===== config.mk =====
export PLATFORM = sky130hd
export DESIGN_NAME = lzx_cmp_cascade_ctrl
export DESIGN_NICKNAME = d
export VERILOG_FILES = /design/src/rtl/lzx_cmp_cascade_ctrl.sv
export SDC_FILE = /design/constraint.sdc
export NUM_CORES = 1
export LEC_CHECK = 0
export BUFFER_PORTS_ARGS = -buffer_cell sky130_fd_sc_hd__buf_2
export CAP_MARGIN = 20
export CORE_ASPECT_RATIO = 1.2
export CORE_MARGIN = 2
export CORE_UTILIZATION = 46
export DETAILED_ROUTE_END_ITERATION = 10
export GPL_TIMING_DRIVEN = 0
export PLACE_DENSITY = 0.78
export SLEW_MARGIN = 40
export SYNTH_ARGS = -nofsm -noshare
export SYNTH_HDL_FRONTEND = slang
export SYNTH_SLANG_ARGS = --single-unit

===== constraint.sdc =====
create_clock -name clk -period 1.4 [get_ports clk]
set_input_delay 0.07 -clock clk [delete_from_list [all_inputs] [get_ports clk]]
set_output_delay 0.07 -clock clk [all_outputs]
set_load 0.01 [all_outputs]

===== src/rtl/lzx_cmp_cascade_ctrl.sv =====
// rtl/lzx_cmp_cascade_ctrl.sv - nibble-serial driver for one external lzx_74HC85 magnitude comparator
//
// Compares two WIDTH-bit operands one nibble per clock, LSB nibble first. The
// comparator's cascade outputs are registered and fed back as its cascade
// inputs, so one 74HC85 replaces a chain of WIDTH/4 parallel-cascaded parts.
//
// Ports:
//   clk, rst_n              clock (rising edge), asynchronous active-low reset
//   start, a, b             request and operands (latched when start is accepted in IDLE)
//   busy, done              comparison in progress / one-cycle result-valid pulse
//   gt, eq, lt              registered result, held until the next done
//   cmp_a, cmp_b            nibble presented to the comparator's A/B inputs
//   ia_g, ia_e, ia_l        cascade inputs presented to the comparator
//   qa_g, qa_e, qa_l        comparator outputs (combinational from cmp_* and ia_*)
//   err                     sticky non-one-hot cascade error
//
// Optional build: define LZX_CMP_CASCADE_CHECK_EN to build the cascade check
// behind err; otherwise err is tied to 0. The port list is identical in both builds.

module lzx_cmp_cascade_ctrl #(
    parameter int WIDTH = 16
) (
    input  logic             clk,
    input  logic             rst_n,
    input  logic             start,
    input  logic [WIDTH-1:0] a,
    input  logic [WIDTH-1:0] b,
    output logic             busy,
    output logic             done,
    output logic             gt,
    output logic             eq,
    output logic             lt,
    output logic [3:0]       cmp_a,
    output logic [3:0]       cmp_b,
    output logic             ia_g,
    output logic             ia_e,
    output logic             ia_l,
    input  logic             qa_g,
    input  logic             qa_e,
    input  logic             qa_l,
    output logic             err
);

    localparam int NIB = WIDTH / 4;
    localparam int IW  = (NIB > 1) ? $clog2(NIB) : 1;
    localparam logic [IW-1:0] LAST_IDX = IW'(NIB - 1);

    typedef enum logic {
        S_IDLE,
        S_RUN
    } state_t;

    state_t           state_q, state_d;
    logic [IW-1:0]    idx_q, idx_d;
    logic [WIDTH-1:0] a_q, a_d;
    logic [WIDTH-1:0] b_q, b_d;
    logic [2:0]       casc_q, casc_d;   // {g,e,l} fed back into the comparator
    logic [2:0]       res_q, res_d;     // {gt,eq,lt}
    logic             done_q, done_d;
    logic [2:0]       qa;

    assign qa = {qa_g, qa_e, qa_l};

    always_ff @(posedge clk or negedge rst_n) begin
        if (!rst_n) begin
            state_q <= S_IDLE;
            idx_q   <= '0;
            a_q     <= '0;
            b_q     <= '0;
            casc_q  <= 3'b010;
            res_q   <= 3'b000;
            done_q  <= 1'b0;
        end else begin
            state_q <= state_d;
            idx_q   <= idx_d;
            a_q     <= a_d;
            b_q     <= b_d;
            casc_q  <= casc_d;
            res_q   <= res_d;
            done_q  <= done_d;
        end
    end

    always_comb begin
        state_d = state_q;
        idx_d   = idx_q;
        a_d     = a_q;
        b_d     = b_q;
        casc_d  = casc_q;
        res_d   = res_q;
        done_d  = 1'b0;
        case (state_q)
            S_IDLE: begin
                // Operands are only latched here, so start while busy has no effect.
                if (start) begin
                    a_d     = a;
                    b_d     = b;
                    idx_d   = '0;
                    casc_d  = 3'b010;
                    state_d = S_RUN;
                end
            end
            S_RUN: begin
                casc_d = qa;
                if (idx_q == LAST_IDX) begin
                    // MSB nibble has been compared with the lower result cascaded in.
                    res_d   = qa;
                    done_d  = 1'b1;
                    state_d = S_IDLE;
                end else begin
                    idx_d = idx_q + 1'b1;
                end
            end
            default: state_d = S_IDLE;
        endcase
    end

    always_comb begin
        busy  = (state_q == S_RUN);
        cmp_a = 4'h0;
        cmp_b = 4'h0;
        {ia_g, ia_e, ia_l} = 3'b010;
        if (state_q == S_RUN) begin
            cmp_a = a_q[4*idx_q +: 4];
            cmp_b = b_q[4*idx_q +: 4];
            {ia_g, ia_e, ia_l} = casc_q;
        end
    end

    assign done = done_q;
    assign gt   = res_q[2];
    assign eq   = res_q[1];
    assign lt   = res_q[0];

`ifdef LZX_CMP_CASCADE_CHECK_EN
    logic err_q, err_d;
    logic qa_onehot;

    always_comb begin
        qa_onehot = (qa == 3'b100) || (qa == 3'b010) || (qa == 3'b001);
        err_d     = err_q;
        if ((state_q == S_RUN) && !qa_onehot) begin
            err_d = 1'b1;
        end
    end

    always_ff @(posedge clk or negedge rst_n) begin
        if (!rst_n) begin
            err_q <= 1'b0;
        end else begin
            err_q <= err_d;
        end
    end

    assign err = err_q;
`else
    assign err = 1'b0;
`endif

endmodule


## Word-level counts from Yosys, hierarchy flattened

Cells that the tools add are included.

- Register bits: 42
- Logic and storage cells: 32
- Output and inout port bits: 17
- Bits of input ports: 38

- Reduce and logical (&&, ||, !) cells: 3
- Bitwise operators: 1
- Shift operators: 2
- Add/subtract/negate cells: 1
- Mux-type cells: 15
- Equality and inequality tests: 3

Operator list:

| kind | count |
|---|---|
| 16-bit by 5-bit variable part select with 4-bit output | 2 |
| 4-bit two-way mux | 2 |
| 1-bit two-way mux | 7 |
| 3-bit one-hot mux with 2 select lines | 1 |
| 2-bit AND reduction | 3 |
| 2-bit two-way mux | 2 |
| 2-bit != test, second input constant | 2 |
| 2-bit one-hot mux with 2 select lines | 1 |
| 3-bit two-way mux | 1 |
| 2-bit by 1-bit adder with 2-bit output, second input constant | 1 |
| 2-bit equality test, second input constant | 1 |
| 1-bit one-hot mux with 2 select lines | 1 |
| 1-bit NOT | 1 |

## Depth between registers and ports, before layout

Gate-level depths: netlist of run 1.

- Depth after elaboration: 3
- Gate-level depth with buffers: 4
- Gate-level depth less buffers: 3

## Worst setup path before layout of run 1

Ideal clock, no wire load.

- Path type: flip-flop to flip-flop
- Start point: register state_q, in the netlist busy
- End point: register a_q[0]
- Stages on the path, launching flop included: 5
- Period minus slack after synthesis: 1.318 ns
- Required time: 1.275 ns
- Buffers on the path: 2
- Slack: 0.082 ns
- Arrival time: 1.193 ns
- Library setup time: 0.125 ns
- Path through: dfrtp_1 nor2b_1 buf_6 buf_6 mux2_4

- Longest elaborated chain between the ends: 2

RTL lines:

| element | line | RTL |
|---|---|---|
| start, declared | 53 | `state_t state_q, state_d;` |
| start signal, assigned | 74 | `state_q <= state_d;` |
| 1-bit NOT (no source line) | -- |  |
| 2-bit AND reduction (no source line) | -- |  |
| end signal, assigned | 68 | `a_q <= '0;` |
| end signal, assigned | 76 | `a_q <= a_d;` |
| end, declared | 55 | `logic [WIDTH-1:0] a_q, a_d;` |

Every way passes these cells.
A chain may end at the register's enable or synchronous reset.

## Final worst setup path of run 1

- Start point: register idx_q[1]
- End point: output cmp_a[3]

- Longest elaborated chain between the ends: 2

RTL lines:

| element | line | RTL |
|---|---|---|
| start, declared | 54 | `logic [IW-1:0] idx_q, idx_d;` |
| start signal, assigned | 75 | `idx_q <= idx_d;` |
| 16-bit by 5-bit variable part select with 4-bit output | 124 | `cmp_a = a_q[4*idx_q +: 4];` |
| 4-bit two-way mux | 123 | `if (state_q == S_RUN) begin` |
| end, declared | 33 | `output logic [3:0] cmp_a,` |

Every way passes these cells.

==> qor.txt, run 1 <==
TIMING
--------------------------------------------------------------------------------
Unrepaired setup endpoints after global routing                              yes
Final count of pins violating max slew                                         0
Setup violations, final                                                       11
Final worst setup slack                                                  -111 ps
Actual slew at the worst max-slew pin                                     516 ps
Minimum clock period                                                     1510 ps
Upper clock frequency limit                                            0.662 GHz
Setup TNS                                                                -953 ps
Max-slew headroom at the worst pin                                         65.6%
Number of hold-slack violations in the final timing report                     0
Setup clock skew after layout                                            3.77 ps
Part of the cycle the worst path needs                                      108%

YOSYS
--------------------------------------------------------------------------------
Netlist Area Pre-Place                                              0.00199 mm^2
Distinct cell type count after synthesis                                      24
Share of the synthesized area in the top cell type                         51.5%
Number of instances in the synthesized netlist                               133
Yosys reg bits                                                                42
Nets in the synthesized netlist                                              172
Ys Warns                                                                       0
Syn_area_per_cell                                                      15.0 um^2
Most used flip-flop cell after synthesis                                 dfrtp_1
Library cell with the largest summed area after synthesis                dfrtp_1
Post-synth EDFFs                                                               0
Cells taking the most area after synthesis                          dfrtp_1, mux2_4, mux2i_1
Fraction of registers with async set or reset after synthesis               100%
Seq/Total Area, Yosys                                                      52.8%

FLOORPLANNING
--------------------------------------------------------------------------------
Starting utilization of the core area                                      47.5%
Die height                                                               76.1 um
Area of the core                                                    0.00420 mm^2
I/O pin count                                                                 55
Number of placement rows                                                      26
Total Die Area                                                      0.00487 mm^2
X dimension of the die                                                   64.1 um

CELLS AND AREA
--------------------------------------------------------------------------------
Number of antenna cells inserted                                               0
Fill cell total of the finished layout                                       304
Number of nets in the final layout                                           257
Commonest non-fill, non-tap cell in the layout                             buf_2
Leading cell types in the layout, fill and taps excluded            buf_2, dfrtp_1, mux2_4, dlygate4sd3_1, mux2i_1
Design Area, Final                                                  0.00277 mm^2
Area growth syn-to-layout                                                  38.8%
Proportion of layout cells with a drive suffix above 1                     52.5%

SETUP PATH
--------------------------------------------------------------------------------
Critical path data arrival time                                          1440 ps
Endpoint required time on the critical path                              1330 ps
Worst setup EP type                                                 primary output
Startpoint Class                                                        register
Worst Setup Path Type                                               register to primary output
Critical Path Fanout Max                                                      10

GRT
--------------------------------------------------------------------------------
Number of antenna violations at the first check in global routing              0
Grt total ovfl                                                                 0
Number of global-route vias before repair                                   1464
Wire length of the first global-routing pass                             6990 um
Maximum number of pins on one net before global-route repair                  43
GRT Util Overall                                                           19.1%

PWR
--------------------------------------------------------------------------------
Max VDD drop                                                           0.00117 V
Ratio of total power to cell area                                   2250 mW/mm^2
Reported leakage power                                                   1.36 nW

ROUTING
--------------------------------------------------------------------------------
Drt drc                                                                        0
Routed len/inst                                                          15.1 um
Average via count per standard cell                                         4.88
DRT iter0 DRCs                                                                43
Final routed wirelength across all metal layers                          4150 um
Antenna viol nets, final                                                       0
Vias post-DR                                                                1343
Count of TritonRoute iterations in the first routing pass                      3

CLOCKING
--------------------------------------------------------------------------------
Inserted Clock Buffers                                                         5
Clk slew on worst S/H paths                                                80 ps
Clock insertion delay at the later pin of the skew report                 300 ps
Worst-case clock buffer depth                                                  2
CTS H-tree depth                                                               2
TritonCTS Sinks                                                               42
Root buffer cell                                                        clkbuf_8
Clock tree from TritonCTS                                                  built

PLACED DESIGN
--------------------------------------------------------------------------------
Post-detailed-placement half-perimeter wirelength                        2660 um
Count of buffers inserted at the top-level ports                              53
Placer Congestion                                                          0.757
Dpl cell area                                                       0.00233 mm^2

RUN STATUS
--------------------------------------------------------------------------------
Result of the run                                                   finished, violations left
Violated checks                                                     setup timing

WORST HOLD PATH
--------------------------------------------------------------------------------
Min-Delay Path Class                                                primary input to register

RUN
--------------------------------------------------------------------------------
Maximum capacitance violations                                                 0

==> sequential cells by signal, indices dropped and copies added (netlist names) <==
signal	flops
a_q	16
b_q	16
casc_q	3
res_q	3
idx_q	2
busy	1
done	1
==> report_power, final <==
group,internal [mW],leakage (nW),switching [mW]
clock network,0.761,0.0714,0.425
registers,1.83,0.496,0.367
logic,1.72,0.789,1.13
==> worst max-delay path, stage by stage, from the launching register on <==
cell,delay (ps)
dfrtp_1,410
buf_6,140
buf_12,140
mux2i_1,120
o22ai_1,160
buf_2,170
==> final timing paths <==
check / from / to / slack, ps / cells after the start
worst min-delay path: a[0] / a_q[0] / 5 / 2
max in group asynchronous: rst_n / busy / 740 / 2
worst min register to register: casc_q[2] / casc_q[2] / 500 / 1
worst max-delay path: idx_q[1] / cmp_a[3] / -110 / 5
worst max register to register: idx_q[1] / res_q[1] / -110 / 5
min in group asynchronous: rst_n / b_q[10] / 290 / 2
==> cells by family after synthesis <==
group / Yosys count / share of synthesized area (%)
flops: 42 / 52.8
simple gates: 12 / 3.20
other cells: 1 / 0.188
compound gates: 13 / 4.27
mux: 53 / 34.5
fa+ha+maj: 1 / 0.628
buf+inv: 10 / 3.96
xor+xnor: 1 / 0.440
==> synthesized netlist by cell type (all sizes together), types with 2 or more instances <==
library cell / count
nand2b: 3
a22o: 2
buf: 8
o22ai: 8
dfrtp: 41
and2: 2
mux2: 35
nor2: 2
nand2: 3
mux2i: 18
==> timing repair <==
action                                 CTS  global route
pin swaps                                3             4
endpoints found under the hold margin   60             1
setup buffers                            4             1
setup endpoints to repair               22            42
resized for setup                       10             6
hold buffers                            20             1
==> per-stage QoR <==
step                      power, mW  worst slack (ps)  util, %  cells  hold slack [ps]
after CTS                      6.21              -105     65.0    273             1.70
final                          6.23              -111     65.9    275             5.24
after global routing           6.61              -162     65.9    275             1.49
after floorplan                4.06              82.2        -    133             -226
after global placement         4.72              24.9     55.5    242              254
after detailed placement       4.80              11.2     55.5    242             84.7
==> final cells by class <==
class                           instances  area, um^2  share of cell area, %
Sequential cell                        42        1050                   38.1
Clock buffer                            6        82.6                   2.99
Buffer                                  8        96.3                   3.48
Timing Repair Buffer                   79         523                   18.9
Tap cell                               56        70.1                   2.53
Inverter                                1        3.75                  0.136
Clock inverter                          2        60.1                   2.17
Multi-Input combinational cell         81         876                   31.7
==> routing by layer <==
metal	track usage [%]	share of wire (%)
met5	0	0
met4	5.22	0.68
met3	5.61	5.5
met2	31.8	51
met1	23.9	42
Power figures use the tool's default switching activity.
==> run 2, diff against run 1 <==
==> constraint.sdc (replaced) <==
create_clock -name clk -period 1.4 [get_ports clk]
set_input_delay 0.07 -clock clk [delete_from_list [all_inputs] [get_ports clk]]
set_output_delay 0.07 -clock clk [all_outputs]
set_load 0.02 [all_outputs]
==> qor.txt, run 2 (synthesized netlist as in run 1, its figures left out) <==
RUN STATUS
--------------------------------------------------------------------------------
Result of the run                                                   finished, violations left
Violated checks                                                     setup timing

FLOORPLANNING
--------------------------------------------------------------------------------
Total Die Area                                                      0.00487 mm^2   unchanged
I/O pin count                                                                 55   unchanged
Number of placement rows                                                      26   unchanged
X dimension of the die                                                   64.1 um   unchanged
Area of the core                                                    0.00420 mm^2   unchanged
Starting utilization of the core area                                      47.5%   unchanged
Die height                                                               76.1 um   unchanged

CELLS AND AREA
--------------------------------------------------------------------------------
Largest registers                                                   a_q: 16 flops, b_q: 16 flops
Post-layout util                                                           66.3%   +0.39 points
Commonest non-fill, non-tap cell in the layout                             buf_2
Number of nets in the final layout                                           256   -0.39%
Proportion of layout cells with a drive suffix above 1                     52.3%   -0.22 points
Multi-input combinational cell area                                     876 um^2   unchanged
Fill cell total of the finished layout                                       309   +1.6%
Area growth syn-to-layout                                                  39.6%
Number of antenna cells inserted                                               0   unchanged
Finished Layout Cells                                                        274   -0.36%
Sequential cell area in the final layout                            0.00105 mm^2   unchanged
Leading cell types in the layout, fill and taps excluded            buf_2, dfrtp_1, mux2_4, dlygate4sd3_1, mux2i_1

ROUTING
--------------------------------------------------------------------------------
Average via count per standard cell                                         4.92   +0.74%
Vias post-DR                                                                1348   +0.37%
Routed len/inst                                                          16.0 um   +6.0%
DRT iter0 DRCs                                                                50   +16%
Final routed wirelength across all metal layers                          4380 um   +5.6%
Antenna viol nets, final                                                       0   unchanged
Count of TritonRoute iterations in the first routing pass                      3   unchanged
Drt drc                                                                        0   unchanged

TIMING
--------------------------------------------------------------------------------
Setup violations, final                                                        8   -3
Unrepaired setup endpoints after global routing                              yes
Final count of pins violating max slew                                         0   unchanged
Part of the cycle the worst path needs                                      111%   +3.1 points
Actual slew at the worst max-slew pin                                     518 ps   +2.36 ps
Setup clock skew after layout                                            5.65 ps   +1.88 ps
Upper clock frequency limit                                            0.643 GHz   -2.8%
Max-slew headroom at the worst pin                                         65.4%   -0.16 points
Number of hold-slack violations in the final timing report                     0   unchanged
Minimum clock period                                                     1550 ps   +44.0 ps
Final worst setup slack                                                  -154 ps   -44.0 ps

SETUP PATH
--------------------------------------------------------------------------------
Worst Reg-to-Reg Cells                                                         4   -1
CP Cell Sequence                                                    buf_6 > buf_6 > mux2i_1 > o22ai_1 > buf_4
Slowest cell on crit path                                                dfrtp_1
Endpoint required time on the critical path                              1330 ps   about the same
Critical path data arrival time                                          1480 ps   +40 ps
Worst setup EP type                                                 primary output
Setup slack, reg-to-reg                                                    20 ps   +130 ps
Crit path top cell by count                                                buf_6
CP max stage delay                                                        410 ps   about the same
Critical Path Fanout Max                                                       4   -6
Source of the worst register-to-register timing path                    idx_q[1]
Worst Setup Path Type                                               register to primary output
Reg2reg end                                                             res_q[1]
Startpoint Class                                                        register

GRT
--------------------------------------------------------------------------------
Number of global-route vias before repair                                   1478   +0.96%
Number of antenna violations at the first check in global routing              0   unchanged
Maximum number of pins on one net before global-route repair                  43   unchanged
Wire length of the first global-routing pass                             7070 um   +1.1%
Grt total ovfl                                                                 0   unchanged
GRT Util Overall                                                           19.4%   +0.31 points

RUN
--------------------------------------------------------------------------------
Maximum capacitance violations                                                 0   unchanged

WORST HOLD PATH
--------------------------------------------------------------------------------
Min-Delay Path Class                                                primary input to register
Number of cells traversed by the worst hold path                               2   unchanged
Hold Path Sink                                                            a_q[0]
Start point of the worst min-delay path                                     a[0]

PLACED DESIGN
--------------------------------------------------------------------------------
Setup Slack @ Placement                                                -0.158 ps   -11.4 ps
Count of buffers inserted at the top-level ports                              53   unchanged
Placed cells                                                                 242   unchanged
Post-detailed-placement half-perimeter wirelength                        2660 um   unchanged
Placer Congestion                                                          0.757   unchanged

PWR
--------------------------------------------------------------------------------
Max VDD drop                                                           0.00133 V   +13%
Ratio of total power to cell area                                   2380 mW/mm^2   +5.5%
Reported leakage power                                                   1.36 nW   about the same

CLOCKING
--------------------------------------------------------------------------------
Root buffer cell                                                        clkbuf_8
TritonCTS Sinks                                                               42   unchanged
Worst-case clock buffer depth                                                  2   unchanged
Clk slew on worst S/H paths                                                80 ps   about the same
CTS H-tree depth                                                               2   unchanged
Inserted Clock Buffers                                                         5   unchanged
Clock insertion delay at the later pin of the skew report                 300 ps   about the same
Clock tree from TritonCTS                                                  built

run 2: area by class of cell:
| class | instances | share of cell area (%) |
|---|---|---|
| clock inverters | 2 | 2.16 |
| multi-input cells | 81 | 31.5 |
| repair buffers | 78 | 19.2 |
| clock buffers | 6 | 2.97 |
| plain buffers | 8 | 3.69 |
| well taps | 56 | 2.52 |
| flip-flops and latches | 42 | 37.9 |
| inverters | 1 | 0.135 |
run 2: per-stage QoR:
| stage | hold WS (ps) | power (mW) | TNS, ps | area, um^2 |
|---|---|---|---|---|
| after global placement | 254 | 4.97 | 0 | 2330 |
| after global routing | 1.19 | 6.97 | -1370 | 2780 |
| after detailed placement | 84.7 | 5.05 | -0.158 | 2330 |
| final | 5.82 | 6.61 | -893 | 2780 |
| after floorplan | -226 | 4.30 | 0 | 1990 |
| after CTS | 1.70 | 6.55 | -799 | 2750 |
run 2: how the worst max path moves through the flow:
stage,from,end,slack [ps],cells past startpoint
floorplan,busy,a_q[0],30,4
detailed placement,idx_q[1],cmp_a[3],-0.2,5
global placement,busy,b_q[1],20,4
finish,idx_q[1],cmp_a[2],-150,5
global route,idx_q[1],cmp_a[2],-200,5
CTS,idx_q[1],cmp_a[3],-120,5
run 2: timing repair:
action                                 in CTS  in global routing
setup endpoints to repair                  22                 43
hold buffers                               20                  1
cloned                                      0                  0
gates resized for setup                    16                  9
endpoints found under the hold margin      60                  1
setup buffers                               4                  0
pin swaps                                   5                  3
run 2: report_power, final:
group          switching, mW  internal (mW)  total, mW  leakage (nW)
registers              0.366           1.83       2.19         0.496
clock network          0.422          0.761       1.18        0.0714
logic                   1.42           1.82       3.24         0.790
total                   2.21           4.40       6.61          1.36
run 2: worst max-delay path: cells and delay by family (launching register included):
family / cells / cell delay [ps]
DFF: 1 / 410
AOI/OAI and AO/OA: 1 / 210
buffers and inverters: 3 / 450
muxes: 1 / 120
run 2: metal layers:
metal / wire length (um) / track usage, % / vias to the layer above
li1: - / - / 640
met1: 1750 / 22.7 / 661
met2: 2370 / 33.9 / 44
met3: 235 / 5.61 / 3
met4: 21 / 5.65 / 0
met5: 0 / 0 / -
